File: src/rtl/uart_rx_fifo.sv
// Receive-side buffer for the UART receiver: drives the receiver's go line and
// stores each delivered byte in a first-word-fall-through FIFO for the CPU.
module uart_rx_fifo #(
  parameter int DEPTH = 16
) (
  input  logic                     clk,
  input  logic                     rst_n,
  input  logic [7:0]               uart_data,
  input  logic                     uart_dr,
  output logic                     uart_go,
  input  logic                     rd_en,
  output logic [7:0]               rd_data,
  output logic                     rd_valid,
  output logic [$clog2(DEPTH):0]   count
);

  localparam int AW = $clog2(DEPTH);
  localparam int CW = AW + 1;

  typedef enum logic [1:0] {
    IDLE  = 2'd0,
    ARM   = 2'd1,
    DRAIN = 2'd2
  } state_e;

  state_e          state_q, state_d;
  logic            go_q, go_d;
  logic [AW-1:0]   wr_ptr_q, rd_ptr_q;
  logic [CW-1:0]   count_q, count_d;
  logic [7:0]      mem_q [DEPTH];
  logic            push, pop;

  // A byte is accepted only while armed; ARM is entered only with free space.
  assign push     = (state_q == ARM) && uart_dr;
  assign rd_valid = (count_q != '0);
  assign pop      = rd_en && rd_valid;

  // NOTE: every signal written in always_comb gets a default first, so no path
  // leaves it unassigned and no latch is inferred.
  always_comb begin
    count_d = count_q;
    if (push && !pop) begin
      count_d = count_q + 1'b1;
    end else if (!push && pop) begin
      count_d = count_q - 1'b1;
    end
  end

  // Arming looks at the occupancy after this edge, so a pop out of full
  // re-arms on the same edge.
  always_comb begin
    state_d = state_q;
    unique case (state_q)
      IDLE:    if (!uart_dr && (count_d < CW'(DEPTH))) state_d = ARM;
      ARM:     if (uart_dr) state_d = DRAIN;
      DRAIN:   if (!uart_dr) state_d = IDLE;
      default: state_d = IDLE;
    endcase
    go_d = (state_d == ARM);
  end

  // NOTE: sequential state uses non-blocking assignments only, so every
  // register samples its pre-edge inputs regardless of statement order.
  always_ff @(posedge clk or negedge rst_n) begin
    if (!rst_n) begin
      state_q  <= IDLE;
      go_q     <= 1'b0;
      wr_ptr_q <= '0;
      rd_ptr_q <= '0;
      count_q  <= '0;
    end else begin
      state_q  <= state_d;
      go_q     <= go_d;
      count_q  <= count_d;
      if (push) wr_ptr_q <= wr_ptr_q + 1'b1;
      if (pop)  rd_ptr_q <= rd_ptr_q + 1'b1;
    end
  end

  // NOTE: the storage array has no reset; contents are only visible through
  // rd_data when count says they were written, and leaving it out keeps the
  // array mappable onto plain RAM.
  always_ff @(posedge clk) begin
    if (push) mem_q[wr_ptr_q] <= uart_data;
  end

  assign rd_data = rd_valid ? mem_q[rd_ptr_q] : 8'h00;
  assign uart_go = go_q;
  assign count   = count_q;

endmodule
File: config.mk
export PLATFORM = sky130hd
export DESIGN_NAME = uart_rx_fifo
export DESIGN_NICKNAME = d
export VERILOG_FILES = /design/src/rtl/uart_rx_fifo.sv
export SDC_FILE = /design/constraint.sdc
export NUM_CORES = 1
export LEC_CHECK = 0
export ABC_CLOCK_PERIOD_IN_PS = 2600
export CORE_UTILIZATION = 60
export DETAILED_ROUTE_END_ITERATION = 12
export DONT_BUFFER_PORTS = 1
export PLACE_DENSITY_LB_ADDON = 0.08
export SYNTH_ARGS = -nofsm -noshare
export SYNTH_HDL_FRONTEND = slang
export SYNTH_SLANG_ARGS = --single-unit
File: constraint.sdc
create_clock -name clk -period 2.6 [get_ports clk]
set_input_delay 0.26 -clock clk [delete_from_list [all_inputs] [get_ports clk]]
set_output_delay 0.26 -clock clk [all_outputs]
set_load 0.005 [all_outputs]
==> results.sh <==
export IMPL_syn_nets=327
export IMPL_vias_per_cell=5.97
export IMPL_vias=2890
export IMPL_num_rows=36
export IMPL_die_y_um=102
export IMPL_arrival_ns=2.27
export IMPL_htreeDepth=4
export IMPL_synthesis_instances=306
export IMPL_place_hpwl_um=7110
export IMPL_io_pins=27
export IMPL_antenna_found_initial=0
export IMPL_die_x_um=102
export IMPL_finalPower_uw=7320
export IMPL_switchingPower_uw=2220
export IMPL_initial_utilization=0.615
export IMPL_place_ws_ns=0.0359
export IMPL_crit_path_start="rd_ptr_q[0]$_DFFE_PN0P_"
export IMPL_setup_violations=0
export IMPL_min_period_ns=2.53
export IMPL_power_density_mw_per_mm2=1060
export IMPL_ys_seq_area_frac=0.709
export IMPL_p_comb_frac=0.309
export IMPL_synth_area_per_cell_um2=19.6
export IMPL_first_iter_violations=157
export IMPL_grt_pass1_vias=2867
export IMPL_n_antenna_cell=0
export IMPL_p_int_uw=5100
export IMPL_skew_ns=0.00719
export IMPL_root_buffer="clkbuf_8"
export IMPL_tritoncts="yes"
export IMPL_dr_pass1_iters=4
export IMPL_required_ns=2.34
export IMPL_synthTopCellsByArea="edfxtp_1, mux4_1, dfrtp_1, mux4_2, a211oi_1"
export IMPL_antenna_left=0
export IMPL_drcViolationCount=0
export IMPL_drv_cap=0
export IMPL_rsz0062_at_grt="yes"
export IMPL_ys_warn_count=0
export IMPL_grt_overflow_total=0
export IMPL_seqPwrFrac=0.401
export IMPL_r2r_end="state_q[0]$_DFF_PN0_"
export IMPL_wl_per_cell_um=23.4
export IMPL_synth_top_area_frac=0.642
export IMPL_cts_clk_slew_worst_paths_ns=0.06
export IMPL_grt_pass1_wl_um=17000
export IMPL_worstSkewPairLatency_ns=0.52
export IMPL_grt_start_max_net_pins=20
export IMPL_grtUsageTotal=0.245
export IMPL_portBuffers=0
export IMPL_tns_ns=0
export IMPL_tightest_slew_ns=0.814
export IMPL_dieArea_mm2=0.0104
export IMPL_timing_hold_ws_ns=0.264
export IMPL_fin_ws_ns=0.0650
export IMPL_cp_max_fo=12
export IMPL_fin_nets=359
export IMPL_synth_enable_flop_cells=128
export IMPL_path_class="register to output port"
export IMPL_area_growth_pct=15.3
export IMPL_clkSinkCount=144
export IMPL_slew_viol_final=0
export IMPL_ys_seq_elements=144
export IMPL_end_kind="output port"
export IMPL_clkPwrFrac=0.290
export IMPL_p_sw_frac=0.303
export IMPL_final_util=0.710
export IMPL_clockBufferDepth=2
export IMPL_max_slew_margin_rel=0.457
export IMPL_p_leak_uw=0.00237
export IMPL_fmax_ghz=0.394
export IMPL_final_layout_size_suffix_gt1_frac=0.231
export IMPL_gp_congestion=0.787
export IMPL_syn_area_mm2=0.00599
export IMPL_synthArstFlopShare=0.111
export IMPL_reg2reg_depth=12
export IMPL_r2r_start="count[0]$_DFFE_PN0P_"
export IMPL_wl_um=11300
export IMPL_numCtsBuffers=17
export IMPL_ys_types=40
export IMPL_cp_start_kind="register"
export IMPL_core_area_mm2=0.00973
export IMPL_status="complete, no violations"
export IMPL_min_path_type="primary input to async pin"
export IMPL_max_vdd_ir_drop_mv=0.740
export IMPL_timing_hold_violations_final=0
export IMPL_ys_flop_type="edfxtp_1"
export IMPL_yosysTopAreaCell="edfxtp_1"
export IMPL_reg2reg_slack_ns=0.18
export IMPL_final_period_utilization=0.975
[placed cells by master, fill, tap and decap left out, types with 3 or more instances in the layout]
cell type	synthesis	routed
dfrtp_1	16	15
mux2i_1	8	4
a211oi_2	0	11
a211oi_1	19	8
edfxtp_1	128	128
xnor2_1	6	6
ha_1	9	9
clkbuf_16	0	16
mux2i_2	0	3
o21ai_0	4	4
and2_1	17	17
mux4_2	16	18
and2b_1	5	5
nand4_1	4	4
nor2b_1	3	3
buf_4	5	13
dlygate4sd3_1	0	11
nand2_1	8	8
clkbuf_1	1	5
mux4_1	16	14
clkinv_2	0	4
inv_1	9	9
[cells in the mapped netlist (3+ instances only)]
cell type  count
a211oi_1      19
mux4_1        16
and2b_1        5
buf_6          4
dfrtp_1       16
buf_4          5
xnor2_1        6
edfxtp_1     128
ha_1           9
and2_1        17
o21ai_0        4
nand4_1        4
nand2_1        8
nor2b_1        3
mux2i_1        8
inv_1          9
mux4_2        16
[power groups by stage]
stage	Combinational (uW)	Clock, uW	Sequential (uW)
floorplan	1560	0	2860
global placement	1830	0	2990
detailed placement	1850	0	3000
CTS	2140	2160	2920
global route	2440	2260	2970
finish	2260	2120	2940
[metrics by stage]
| step | std cells | cell area [um^2] |
|---|---|---|
| after floorplan | 306 | 5990 |
| after global placement | 435 | 6110 |
| after global routing | 484 | 6900 |
| after detailed placement | 435 | 6110 |
| after CTS | 483 | 6840 |
| final | 484 | 6900 |
[critical path, cell delays in order, from the launching register on]
cell,delay [ns]
dfrtp_4,0.43
buf_6,0.15
buf_12,0.16
mux4_1,0.62
mux2i_1,0.24
a211oi_1,0.13
[logic make-up after synthesis]
kind of cell / after synthesis / synth area share
flops: 144 / 0.709
simple gates: 47 / 0.0487
mux: 40 / 0.144
compound gates: 32 / 0.0384
buf+inv: 26 / 0.0299
fa+ha+maj: 9 / 0.0188
xor+xnor: 8 / 0.0117
[layout make-up]
cell class	count	area [um^2]
sequential	144	4250
tap	133	166
multi-input combinational	136	1640
clock inverter	10	87.6
clock buffer	22	433
fill	619	2830
timing repair buffer	28	292
inverter	11	41.3
[layer usage]
metal | track usage | wire, um
met5 | 0 | 0
met4 | 0.0758 | 44
met3 | 0.0725 | 796
met2 | 0.369 | 5510
met1 | 0.352 | 4980
[how the worst max path moves through the flow]
stage                                 to  slack [ns]
CTS                           rd_data[0]       0.002
detailed placement  state_q[0]$_DFF_PN0_        0.04
finish                        rd_data[2]        0.07
global route                  rd_data[1]      -0.004
floorplan           state_q[0]$_DFF_PN0_        0.26
global placement       uart_go$_DFF_PN0_        0.16
[what timing repair did]
item                                    in CTS  in global routing
resized for setup                            6                 14
cloned                                       1                  0
endpoints found under the setup margin       8                 13
pin swaps                                    0                  5
hold endpoints to repair                   149                  0
buffers inserted                             4                  1
hold buffers                                11                  0
[state kept, by name, indices dropped and copies added (netlist names)]
name,count
mem_q,128
count,5
rd_ptr_q,4
wr_ptr_q,4
state_q,2
uart_go,1
No activity file was read; power rests on OpenSTA's default activity.
